## src/rtl/led_status_ctrl_if.sv

```systemverilog
// Configuration/event bundle for led_status_ctrl: control logic drives it (master),
// the LED driver consumes it (slave).
interface led_status_ctrl_if #(
  parameter int N_CH     = 3,
  parameter int PWM_BITS = 4
);
  localparam int CW = (N_CH > 1) ? $clog2(N_CH) : 1;

  logic                cfg_we;
  logic [CW-1:0]       cfg_ch;
  logic [2:0]          cfg_mode;
  logic [15:0]         cfg_period;
  logic [PWM_BITS-1:0] cfg_duty;
  logic [N_CH-1:0]     evt;

  modport master (
    output cfg_we, cfg_ch, cfg_mode, cfg_period, cfg_duty, evt
  );

  modport slave (
    input cfg_we, cfg_ch, cfg_mode, cfg_period, cfg_duty, evt
  );
endinterface

```

## src/rtl/led_status_ctrl.sv

```systemverilog
// Multi-channel status-LED driver: OFF/ON/BLINK/PULSE/PWM/HEARTBEAT per channel,
// all slow timing derived from one shared prescaler tick.
module led_status_ctrl #(
  parameter int              N_CH        = 3,
  parameter int              CLK_FREQ_HZ = 156_250_000,
  parameter int              TICK_HZ     = 1000,
  parameter int              PWM_BITS    = 4,
  parameter logic [N_CH-1:0] ACTIVE_LOW  = '0,
  parameter logic [15:0]     RST_PERIOD  = 16'd500
) (
  input  logic              clk,
  input  logic              rst_b,
  led_status_ctrl_if.slave  cfg,
  output logic              tick,
  output logic [N_CH-1:0]   led
);

  localparam int            DIV      = CLK_FREQ_HZ / TICK_HZ;
  localparam int            PW       = $clog2(DIV);
  localparam int            CW       = (N_CH > 1) ? $clog2(N_CH) : 1;
  localparam logic [PW-1:0] PRE_LAST = PW'(DIV - 1);

  typedef enum logic [2:0] {
    MODE_OFF   = 3'd0,
    MODE_ON    = 3'd1,
    MODE_BLINK = 3'd2,
    MODE_PULSE = 3'd3,
    MODE_PWM   = 3'd4,
    MODE_HBEAT = 3'd5
  } mode_e;

  logic [PW-1:0]       pre_cnt_q, pre_cnt_d;
  logic                tick_q, tick_d;
  logic [PWM_BITS-1:0] pwm_cnt_q, pwm_cnt_d;
  logic [N_CH-1:0]     led_q, led_d;
  logic [N_CH-1:0]     lit_w;

  // tick is registered from the next prescaler value so it is high exactly
  // while pre_cnt sits at DIV-1.
  always_comb begin
    pre_cnt_d = (pre_cnt_q == PRE_LAST) ? '0 : pre_cnt_q + 1'b1;
    tick_d    = (pre_cnt_d == PRE_LAST);
    pwm_cnt_d = pwm_cnt_q + 1'b1;
    led_d     = lit_w ^ ACTIVE_LOW;
  end

  always_ff @(posedge clk) begin
    if (!rst_b) begin
      pre_cnt_q <= '0;
      tick_q    <= 1'b0;
      pwm_cnt_q <= '0;
      led_q     <= ACTIVE_LOW;
    end else begin
      pre_cnt_q <= pre_cnt_d;
      tick_q    <= tick_d;
      pwm_cnt_q <= pwm_cnt_d;
      led_q     <= led_d;
    end
  end

  assign tick = tick_q;
  assign led  = led_q;

  for (genvar gi = 0; gi < N_CH; gi++) begin : g_ch
    mode_e               mode_q, mode_d;
    logic [15:0]         period_q, period_d;
    logic [PWM_BITS-1:0] duty_q, duty_d;
    logic [15:0]         tcnt_q, tcnt_d;
    logic                lit_q, lit_d;
    logic [15:0]         p_eff;
    logic [15:0]         h_eff;
    logic                cfg_hit;
    logic                hb_on;
    logic                lit_now;

    // Out-of-range cfg_ch never matches any generated channel index.
    assign cfg_hit = cfg.cfg_we && (cfg.cfg_ch == CW'(gi));

    always_comb begin
      p_eff = (period_q == 16'd0) ? 16'd1 : period_q;
      h_eff = ((p_eff >> 3) == 16'd0) ? 16'd1 : (p_eff >> 3);
      hb_on = (tcnt_q < h_eff) ||
              ((tcnt_q >= (h_eff << 1)) && (tcnt_q < (h_eff * 16'd3)));
    end

    always_comb begin
      mode_d   = mode_q;
      period_d = period_q;
      duty_d   = duty_q;
      tcnt_d   = tcnt_q;
      lit_d    = lit_q;
      if (cfg_hit) begin
        // A write overrides any same-cycle tick or event on this channel.
        mode_d   = (cfg.cfg_mode > 3'd5) ? MODE_OFF : mode_e'(cfg.cfg_mode);
        period_d = cfg.cfg_period;
        duty_d   = cfg.cfg_duty;
        tcnt_d   = 16'd0;
        lit_d    = 1'b0;
      end else begin
        case (mode_q)
          MODE_BLINK: begin
            if (tick_q) begin
              if (tcnt_q >= p_eff - 16'd1) begin
                tcnt_d = 16'd0;
                lit_d  = ~lit_q;
              end else begin
                tcnt_d = tcnt_q + 16'd1;
              end
            end
          end
          MODE_PULSE: begin
            if (cfg.evt[gi]) begin
              tcnt_d = p_eff;
              lit_d  = 1'b1;
            end else if (tick_q && (tcnt_q != 16'd0)) begin
              tcnt_d = tcnt_q - 16'd1;
              if (tcnt_q == 16'd1) begin
                lit_d = 1'b0;
              end
            end
          end
          MODE_HBEAT: begin
            if (tick_q) begin
              tcnt_d = (tcnt_q >= p_eff - 16'd1) ? 16'd0 : tcnt_q + 16'd1;
            end
          end
          default: begin
          end
        endcase
      end
    end

    // Level for this cycle; led_q registers it one edge later.
    always_comb begin
      lit_now = 1'b0;
      case (mode_q)
        MODE_ON:                lit_now = 1'b1;
        MODE_BLINK, MODE_PULSE: lit_now = lit_q;
        MODE_PWM:               lit_now = (pwm_cnt_q < duty_q);
        MODE_HBEAT:             lit_now = hb_on;
        default:                lit_now = 1'b0;
      endcase
    end

    assign lit_w[gi] = lit_now;

    always_ff @(posedge clk) begin
      if (!rst_b) begin
        mode_q   <= MODE_OFF;
        period_q <= RST_PERIOD;
        duty_q   <= '0;
        tcnt_q   <= 16'd0;
        lit_q    <= 1'b0;
      end else begin
        mode_q   <= mode_d;
        period_q <= period_d;
        duty_q   <= duty_d;
        tcnt_q   <= tcnt_d;
        lit_q    <= lit_d;
      end
    end
  end

endmodule

```

## src/flat_wrapper.sv

```systemverilog
// flat-port wrapper written by rule: the top's interface ports become plain ports
module led_status_ctrl_flat 
#(
  parameter int              N_CH        = 3,
  parameter int              CLK_FREQ_HZ = 156_250_000,
  parameter int              TICK_HZ     = 1000,
  parameter int              PWM_BITS    = 4,
  parameter logic [N_CH-1:0] ACTIVE_LOW  = '0,
  parameter logic [15:0]     RST_PERIOD  = 16'd500
)
  (clk, rst_b, tick, led, cfg_cfg_we, cfg_cfg_ch, cfg_cfg_mode, cfg_cfg_period, cfg_cfg_duty, cfg_evt);
  led_status_ctrl_if #(.N_CH(N_CH), .PWM_BITS(PWM_BITS)) cfg_i ();
  input  logic clk;
  input  logic rst_b;
  output logic tick;
  output logic [N_CH-1:0] led;
  input wire logic [$bits(cfg_i.cfg_we)-1:0] cfg_cfg_we;
  input wire logic [$bits(cfg_i.cfg_ch)-1:0] cfg_cfg_ch;
  input wire logic [$bits(cfg_i.cfg_mode)-1:0] cfg_cfg_mode;
  input wire logic [$bits(cfg_i.cfg_period)-1:0] cfg_cfg_period;
  input wire logic [$bits(cfg_i.cfg_duty)-1:0] cfg_cfg_duty;
  input wire logic [$bits(cfg_i.evt)-1:0] cfg_evt;
  assign cfg_i.cfg_we = cfg_cfg_we;
  assign cfg_i.cfg_ch = cfg_cfg_ch;
  assign cfg_i.cfg_mode = cfg_cfg_mode;
  assign cfg_i.cfg_period = cfg_cfg_period;
  assign cfg_i.cfg_duty = cfg_cfg_duty;
  assign cfg_i.evt = cfg_evt;
  led_status_ctrl #(.N_CH(N_CH), .CLK_FREQ_HZ(CLK_FREQ_HZ), .TICK_HZ(TICK_HZ), .PWM_BITS(PWM_BITS), .ACTIVE_LOW(ACTIVE_LOW), .RST_PERIOD(RST_PERIOD)) u_core (.clk(clk), .rst_b(rst_b), .cfg(cfg_i), .tick(tick), .led(led));
endmodule
```

## config.mk

```make
export PLATFORM = sky130hd
export DESIGN_NAME = led_status_ctrl_flat
export DESIGN_NICKNAME = d
export VERILOG_FILES = /design/src/rtl/led_status_ctrl_if.sv /design/src/rtl/led_status_ctrl.sv /design/src/flat_wrapper.sv
export SDC_FILE = /design/constraint.sdc
export NUM_CORES = 1
export LEC_CHECK = 0
export CAP_MARGIN = 20
export CORE_AREA = 2 2 163 165
export DETAILED_ROUTE_END_ITERATION = 10
export DIE_AREA = 0 0 165 167
export PLACE_DENSITY = 0.77
export SYNTH_ARGS = -nofsm -noshare
export SYNTH_HDL_FRONTEND = slang
export SYNTH_SLANG_ARGS = --single-unit
```

## constraint.sdc

```tcl
create_clock -name clk -period 4.3 [get_ports clk]
set_input_delay 0.43 -clock clk [delete_from_list [all_inputs] [get_ports clk]]
set_output_delay 0.43 -clock clk [all_outputs]
set_load 0.01 [all_outputs]
```

==> results of run 1 <==
==> stage by stage <==
stage	hold slack [ps]	setup slack (ps)
after floorplan	436	306
after global placement	445	-18.1
after detailed placement	450	-50.3
after CTS	460	84.4
after global routing	469	9.41
final	458	243
==> worst register-to-register path, cell delays in order, from the launching register on <==
cell	delay (ps)
dfxtp_1	320
or4_4	550
or3_4	360
nor3_4	190
a21oi_1	130
ha_1	240
nor3b_2	190
nand3_1	110
xnor2_1	120
ha_1	260
and3_1	160
a221oi_1	240
o21ai_0	170
a21oi_2	240
buf_4	150
nand2_1	120
o211a_1	260
o21ai_0	180
==> where the power goes <==
| group | switching (mW) | internal (mW) |
|---|---|---|
| logic | 0.370 | 0.253 |
| clock network | 0.743 | 0.789 |
| registers | 0.0400 | 1.38 |
==> per-layer routing <==
metal / part of all wire / vias up / global-route usage
met5: 0 / - / 0
met4: 0.036 / 0 / 0.129
met3: 0.067 / 110 / 0.0436
met2: 0.47 / 599 / 0.522
met1: 0.43 / 6977 / 0.423
li1: - / 7170 / -
==> sequential cells by signal, summed over array words and instances, names as in the netlist <==
register              cells
u_core.led                3
u_core.g_ch.lit_q         3
u_core.g_ch.mode_q        9
u_core.pwm_cnt_q          4
u_core.g_ch.tcnt_q       48
u_core.tick               1
u_core.g_ch.duty_q       12
u_core.g_ch.period_q     48
u_core.pre_cnt_q         18
==> worst max path at each step <==
stage	startpoint	to	slack, ps	depth (start not counted)
detailed placement	u_core.g_ch[1].period_q[7]$_SDFFE_PN1P_	u_core.g_ch[1].tcnt_q[1]$_SDFFE_PP0P_	-50	17
CTS	u_core.g_ch[0].period_q[4]$_SDFFE_PN1P_	u_core.g_ch[0].tcnt_q[2]$_SDFFE_PP0P_	80	16
global route	u_core.g_ch[0].period_q[4]$_SDFFE_PN1P_	u_core.g_ch[0].tcnt_q[13]$_SDFFE_PP0P_	9	14
finish	u_core.g_ch[2].period_q[9]$_SDFFE_PN0P_	u_core.g_ch[2].tcnt_q[12]$_SDFFE_PP0P_	240	17
global placement	u_core.g_ch[1].period_q[7]$_SDFFE_PN1P_	u_core.g_ch[1].tcnt_q[1]$_SDFFE_PP0P_	-20	17
floorplan	u_core.g_ch[2].period_q[9]$_SDFFE_PN0P_	u_core.g_ch[2].tcnt_q[12]$_SDFFE_PP0P_	310	19
==> cell usage after synthesis (5+ instances only) <==
master	number
dfxtp_1	146
or3_1	20
nand4_1	26
and3_1	29
nor3b_1	14
clkbuf_1	118
a21boi_0	5
nand4b_1	5
o21a_1	14
nor2b_1	28
a31oi_1	28
nand3_1	65
nor3_1	49
nor2_1	140
a221o_1	5
nand2b_1	20
a21o_1	27
o41ai_1	6
nand2_1	269
a211oi_1	14
and4_1	7
o31ai_1	19
or2_2	11
buf_2	6
buf_1	8
a2111oi_0	10
nor4_1	30
o211ai_1	25
xor2_1	32
ha_1	231
a21oi_1	162
a211o_1	6
nand3b_1	11
a22oi_1	16
inv_1	88
o21ai_0	124
or4_1	11
o2111ai_1	7
xnor2_1	80
and2_1	14
==> cells by family after synthesis <==
| family | after synthesis |
|---|---|
| flip-flops | 146 |
| buffers and inverters | 221 |
| AO/OA/AOI/OAI | 517 |
| XOR/XNOR | 112 |
| AND/OR/NAND/NOR | 764 |
| multiplexers | 3 |
| adder cells (fa/ha/maj) | 234 |
==> cell type report <==
cell class | instances | area, um^2 | share of cell area
multi-input cells | 1630 | 11000 | 0.682
inverters | 88 | 330 | 0.0204
repair buffers | 103 | 862 | 0.0533
flip-flops and latches | 146 | 2920 | 0.181
clock inverters | 15 | 183 | 0.0113
well taps | 335 | 419 | 0.0259
clock buffers | 17 | 425 | 0.0263
==> repair_timing <==
action,4_1_cts,5_1_grt
resized for setup,1,18
setup endpoints to repair,1,42
buffers inserted,0,1
pin swaps,0,1
==> results.py, run 1 <==
metrics = {
    "setup_path": {
        "crit_fanout": 5,
        "cpMaxStageDelayCell": "or4_4",
        "r2r_end": "u_core.g_ch[2].tcnt_q[12]$_SDFFE_PP0P_",
        "r2r_cells": 17,
        "critPathRequiredTime_ps": 4660,
        "path_class": "reg2reg",
        "cp-end-kind": "register",
        "r2r-start": "u_core.g_ch[2].period_q[9]$_SDFFE_PN0P_",
        "crit_buf_inv": 1,
        "critical-path-max-stage-delay_ps": 550,
        "cp-start-kind": "register",
        "worstPathArrival_ps": 4420,
        "path_cells": "or4_4 > or3_4 > nor3_4 > a21oi_1 > ha_1 > nor3b_2 > nand3_1 > xnor2_1 > ha_1 > and3_1 > a221oi_1 > o21ai_0 > a21oi_2 > buf_4 > nand2_1 > o211a_1 > o21ai_0",
        "rrSetupSlack_ps": 240,
        "critPathTopFamily": "simple AND/OR/NAND/NOR gates",
    },
    "yosys": {
        "synthDistinctLibCells": 72,
        "ys_seq_area_frac": 0.199,
        "synthTopCellsByArea": "dfxtp_1, ha_1, nand2_1, a21oi_1, xnor2_1",
        "synth_top_flop_cell": "dfxtp_1",
        "synth_edf_count": 0,
        "syn_avg_cell_area_um2": 7.37,
        "synth_top_area_share": 0.199,
        "ys_ff_latch": 146,
        "netlist_instances": 1997,
        "synth.area.mux_share": 0.00204,
        "synth_top_family_by_area": "simple AND/OR/NAND/NOR gates",
        "synth_top_cell_by_area": "dfxtp_1",
        "synth_compound_area_frac": 0.221,
        "synth-xor-area-share": 0.0666,
        "yosys.area_share.simple": 0.254,
        "async_flop_share": 0,
        "syn-cell-area_um2": 14700,
        "synth_fp_nets": 2262,
        "synth_warnings": 0,
        "synthAdderAreaFrac": 0.200,
    },
    "grt": {
        "grt_pass1_vias": 14000,
        "grt_max_degree": 58,
        "overflow": 0,
        "grt_use_total": 0.319,
        "antenna_found_initial": 0,
        "grt_pass1_wl_um": 71300,
    },
    "sta": {
        "tightest_slew_ps": 1030,
        "tns_ps": 0,
        "skew_ps": 16.1,
        "setup_viol": 0,
        "max_clock_freq_mhz": 246,
        "hold_violations": 0,
        "drv_slew": 0,
        "period_needed_ps": 4060,
        "rsz0062_at_grt": "no",
        "post-route-period-util": 0.944,
        "relSlewSlack": 0.310,
    },
    "detailed_routing": {
        "vias": 14900,
        "drc_errors": 0,
        "route.detailed.wl_per_inst_um": 18.8,
        "routed_wl_um": 44000,
        "vias_per_cell": 6.37,
        "ant_nets": 0,
        "drt_iter0_markers": 1248,
        "first_pass_iters": 6,
    },
    "clocking": {
        "clkSlewWorstSetupHoldPaths_ps": 80,
        "clock_path_buffers": 2,
        "root_buffer": "clkbuf_16",
        "clock_sink_count": 146,
        "numCtsBuffers": 17,
        "cts_tree": "built",
        "cts.hold.buffers_added": 0,
        "htree_num_levels": 4,
        "clock_latency_ps": 440,
    },
    "floorplanning": {
        "io_pins": 35,
        "dieWidth_um": 165,
        "dieArea_um2": 27600,
        "rows": 59,
        "die_h_um": 167,
        "start_util": 0.572,
        "coreArea_um2": 25800,
    },
    "outcome": {
        "status": "finished, final reports clean",
    },
    "layout": {
        "final_common_cell": "nand2_1",
        "syn_to_final_growth_pct": 9.89,
        "final_cell_mix": "nand2_1, ha_1, a21oi_1",
        "n_antenna_cell": 0,
        "fin_area_um2": 16200,
        "num-nets-final": 2251,
        "final_util": 0.628,
        "drive_gt1_frac": 0.0690,
        "stdcell_count": 2334,
        "fill_cells": 2291,
    },
    "placed_design": {
        "post-dp-hpwl_um": 33000,
        "placed_area_um2": 15500,
        "gp_congestion": 0.948,
        "dpl.cell_count": 2300,
        "place.port_buffers": 34,
    },
    "pwr": {
        "p_leak_nw": 7.02,
        "finalPower_mw": 3.58,
        "worst_ir_drop_vdd_v": 0.000210,
        "power.density_nw_per_um2": 221,
    },
    "hold_path": {
        "hold_path_class": "reg2reg",
        "min_from": "u_core.g_ch[2].duty_q[3]$_SDFFE_PN0P_",
        "holdPathStages": 2,
        "worstHoldEndpoint": "u_core.g_ch[2].duty_q[3]$_SDFFE_PN0P_",
    },
    "flow_run": {
        "drv_cap": 0,
    },
}
Note: power is estimated with default switching activity, not from simulation.
==> run 2, diff against run 1 <==
--- a/config.mk
+++ b/config.mk
@@ -9,6 +9,8 @@
 export CORE_AREA = 2 2 163 165
 export DETAILED_ROUTE_END_ITERATION = 10
 export DIE_AREA = 0 0 165 167
+export GPL_TIMING_DRIVEN = 0
+export MAX_ROUTING_LAYER = met4
 export PLACE_DENSITY = 0.77
 export SYNTH_ARGS = -nofsm -noshare
 export SYNTH_HDL_FRONTEND = slang
==> results.py, run 2 (synthesized netlist as in run 1, its figures left out) <==
metrics = {
    "outcome": {
        "status": "finished, final reports clean",
    },
    "clocking": {
        "root_buffer": "clkbuf_16",
        "clkSlewWorstSetupHoldPaths_ps": 90,
        "clock_path_buffers": 2,
        "numCtsBuffers": 17,
        "htree_num_levels": 4,
        "clock_latency_ps": 450,
        "cts_tree": "built",
        "clock_sink_count": 146,
    },
    "layout": {
        "final_util": 0.642,
        "drive_gt1_frac": 0.0687,
        "final_common_cell": "nand2_1",
        "multi_input_area_um2": 11300,
        "final_cell_mix": "nand2_1, ha_1, a21oi_1",
        "reg.largest.list": "u_core.g_ch.period_q: 48 flops, u_core.g_ch.tcnt_q: 48 flops, u_core.pre_cnt_q: 18 flops",
        "register_area_um2": 2950,
        "fin_area_um2": 16600,
        "fill_cells": 2305,
        "stdcell_count": 2403,
        "n_antenna_cell": 0,
        "num-nets-final": 2320,
        "syn_to_final_growth_pct": 12.4,
    },
    "setup_path": {
        "critPathRequiredTime_ps": 4670,
        "cpMaxStageDelayCell": "or4_4",
        "cp-end-kind": "register",
        "crit_fanout": 5,
        "r2r_cells": 19,
        "r2r-start": "u_core.g_ch[2].period_q[9]$_SDFFE_PN0P_",
        "cp-startpoint": "u_core.g_ch[2].period_q[9]$_SDFFE_PN0P_",
        "critical-path-max-stage-delay_ps": 520,
        "path_class": "reg2reg",
        "cp-start-kind": "register",
        "worstPathArrival_ps": 4640,
        "path_cells": "buf_6 > or4_4 > or3_4 > nor3_4 > buf_4 > buf_4 > nand2b_2 > nor2_1 > nand3_1 > xnor2_1 > ha_1 > a211o_1 > a31oi_2 > o21ai_2 > a21oi_4 > clkbuf_8 > nand3_1 > nor3b_2 > a211o_1",
    },
    "placed_design": {
        "placed_area_um2": 15500,
        "place.port_buffers": 31,
        "dpl.cell_count": 2363,
        "post-dp-hpwl_um": 35600,
        "gp_congestion": 0.990,
    },
    "pwr": {
        "pwr-share-seq": 0.397,
        "power.density_nw_per_um2": 220,
        "swShare": 0.330,
        "p_int_mw": 2.44,
        "worst_ir_drop_vdd_v": 0.000234,
        "clockPowerShare": 0.432,
        "pwr-share-comb": 0.171,
        "p_leak_nw": 7.01,
        "power.switching_mw": 1.20,
    },
    "grt": {
        "overflow": 0,
        "grt_pass1_vias": 14500,
        "grt_pass1_wl_um": 74600,
        "antenna_found_initial": 0,
        "grt_use_total": 0.349,
        "grt_max_degree": 20,
    },
    "detailed_routing": {
        "vias": 15200,
        "route.detailed.wl_per_inst_um": 19.4,
        "drt_iter0_markers": 1464,
        "first_pass_iters": 6,
        "routed_wl_um": 46500,
        "ant_nets": 0,
        "drc_errors": 0,
        "vias_per_cell": 6.33,
    },
    "floorplanning": {
        "die_h_um": 167,
        "io_pins": 35,
        "start_util": 0.572,
        "coreArea_um2": 25800,
        "dieArea_um2": 27600,
        "dieWidth_um": 165,
        "rows": 59,
    },
    "sta": {
        "period_needed_ps": 4270,
        "skew_ps": 15.4,
        "setup_viol": 0,
        "hold_violations": 0,
        "rsz0062_at_grt": "yes",
        "max_clock_freq_mhz": 234,
        "post-route-period-util": 0.993,
        "relSlewSlack": 0.266,
        "hold_ws_ps": 462,
        "tightest_slew_ps": 1100,
        "drv_slew": 0,
    },
    "hold_path": {
        "holdPathStages": 2,
        "hold_path_class": "reg2reg",
        "min_from": "u_core.g_ch[1].duty_q[1]$_SDFFE_PN0P_",
    },
    "flow_run": {
        "drv_cap": 0,
    },
}
run 2: power groups by stage:
stage          sequential (mW)  combinational [mW]  clock [mW]
3_3_place_gp              1.46               0.572           0
4_1_cts                   1.44               0.594        1.57
2_1_floorplan             1.44               0.423           0
5_1_grt                   1.45               0.695        1.63
3_5_place_dp              1.46               0.589           0
6_report                  1.44               0.622        1.57
run 2: final cells by class:
| type | count | area share |
|---|---|---|
| tap | 335 | 0.0253 |
| multi-input combinational | 1630 | 0.681 |
| buffer | 125 | 0.0306 |
| inverter | 88 | 0.0200 |
| timing repair buffer | 47 | 0.0265 |
| sequential | 146 | 0.178 |
| clock buffer | 17 | 0.0257 |
| clock inverter | 15 | 0.0125 |
run 2: stage by stage:
stage | TNS (ps) | total power [mW] | setup WS [ps]
final | 0 | 3.64 | 29.0
after global routing | -1190 | 3.77 | -110
after CTS | -20.8 | 3.60 | -20.8
after detailed placement | -26520 | 2.05 | -1100
after global placement | -21940 | 2.03 | -1020
after floorplan | 0 | 1.86 | 306
run 2: what timing repair did:
action,in CTS,in global routing
setup buffers,3,12
gates resized for setup,25,78
cloned,0,1
hold buffers,0,0
setup endpoints to repair,41,54
pin swaps,2,33
run 2: worst paths after layout:
kind / slack (ps) / to
setup / recovery: 30 / u_core.g_ch[2].tcnt_q[14]$_SDFFE_PP0P_
hold / removal: 460 / u_core.g_ch[1].duty_q[1]$_SDFFE_PN0P_
setup reg to reg: 30 / u_core.g_ch[2].tcnt_q[14]$_SDFFE_PP0P_
hold reg to reg: 460 / u_core.g_ch[1].duty_q[1]$_SDFFE_PN0P_
run 2: worst max-delay path, delay by kind of cell, from the launching register on:
family          cells  cell delay, ps
compound gates      5             980
xor+xnor            1             130
fa+ha+maj           1             290
buf+inv             4             590
flops               1             310
simple gates        8            1890
run 2: metal layers:
layer | track usage | wire length [um] | up-vias
met5 | - | 0 | -
met4 | 0.168 | 2440 | 0
met3 | 0.0418 | 3100 | 150
met2 | 0.536 | 20600 | 653
met1 | 0.454 | 20300 | 7079
li1 | - | - | 7324
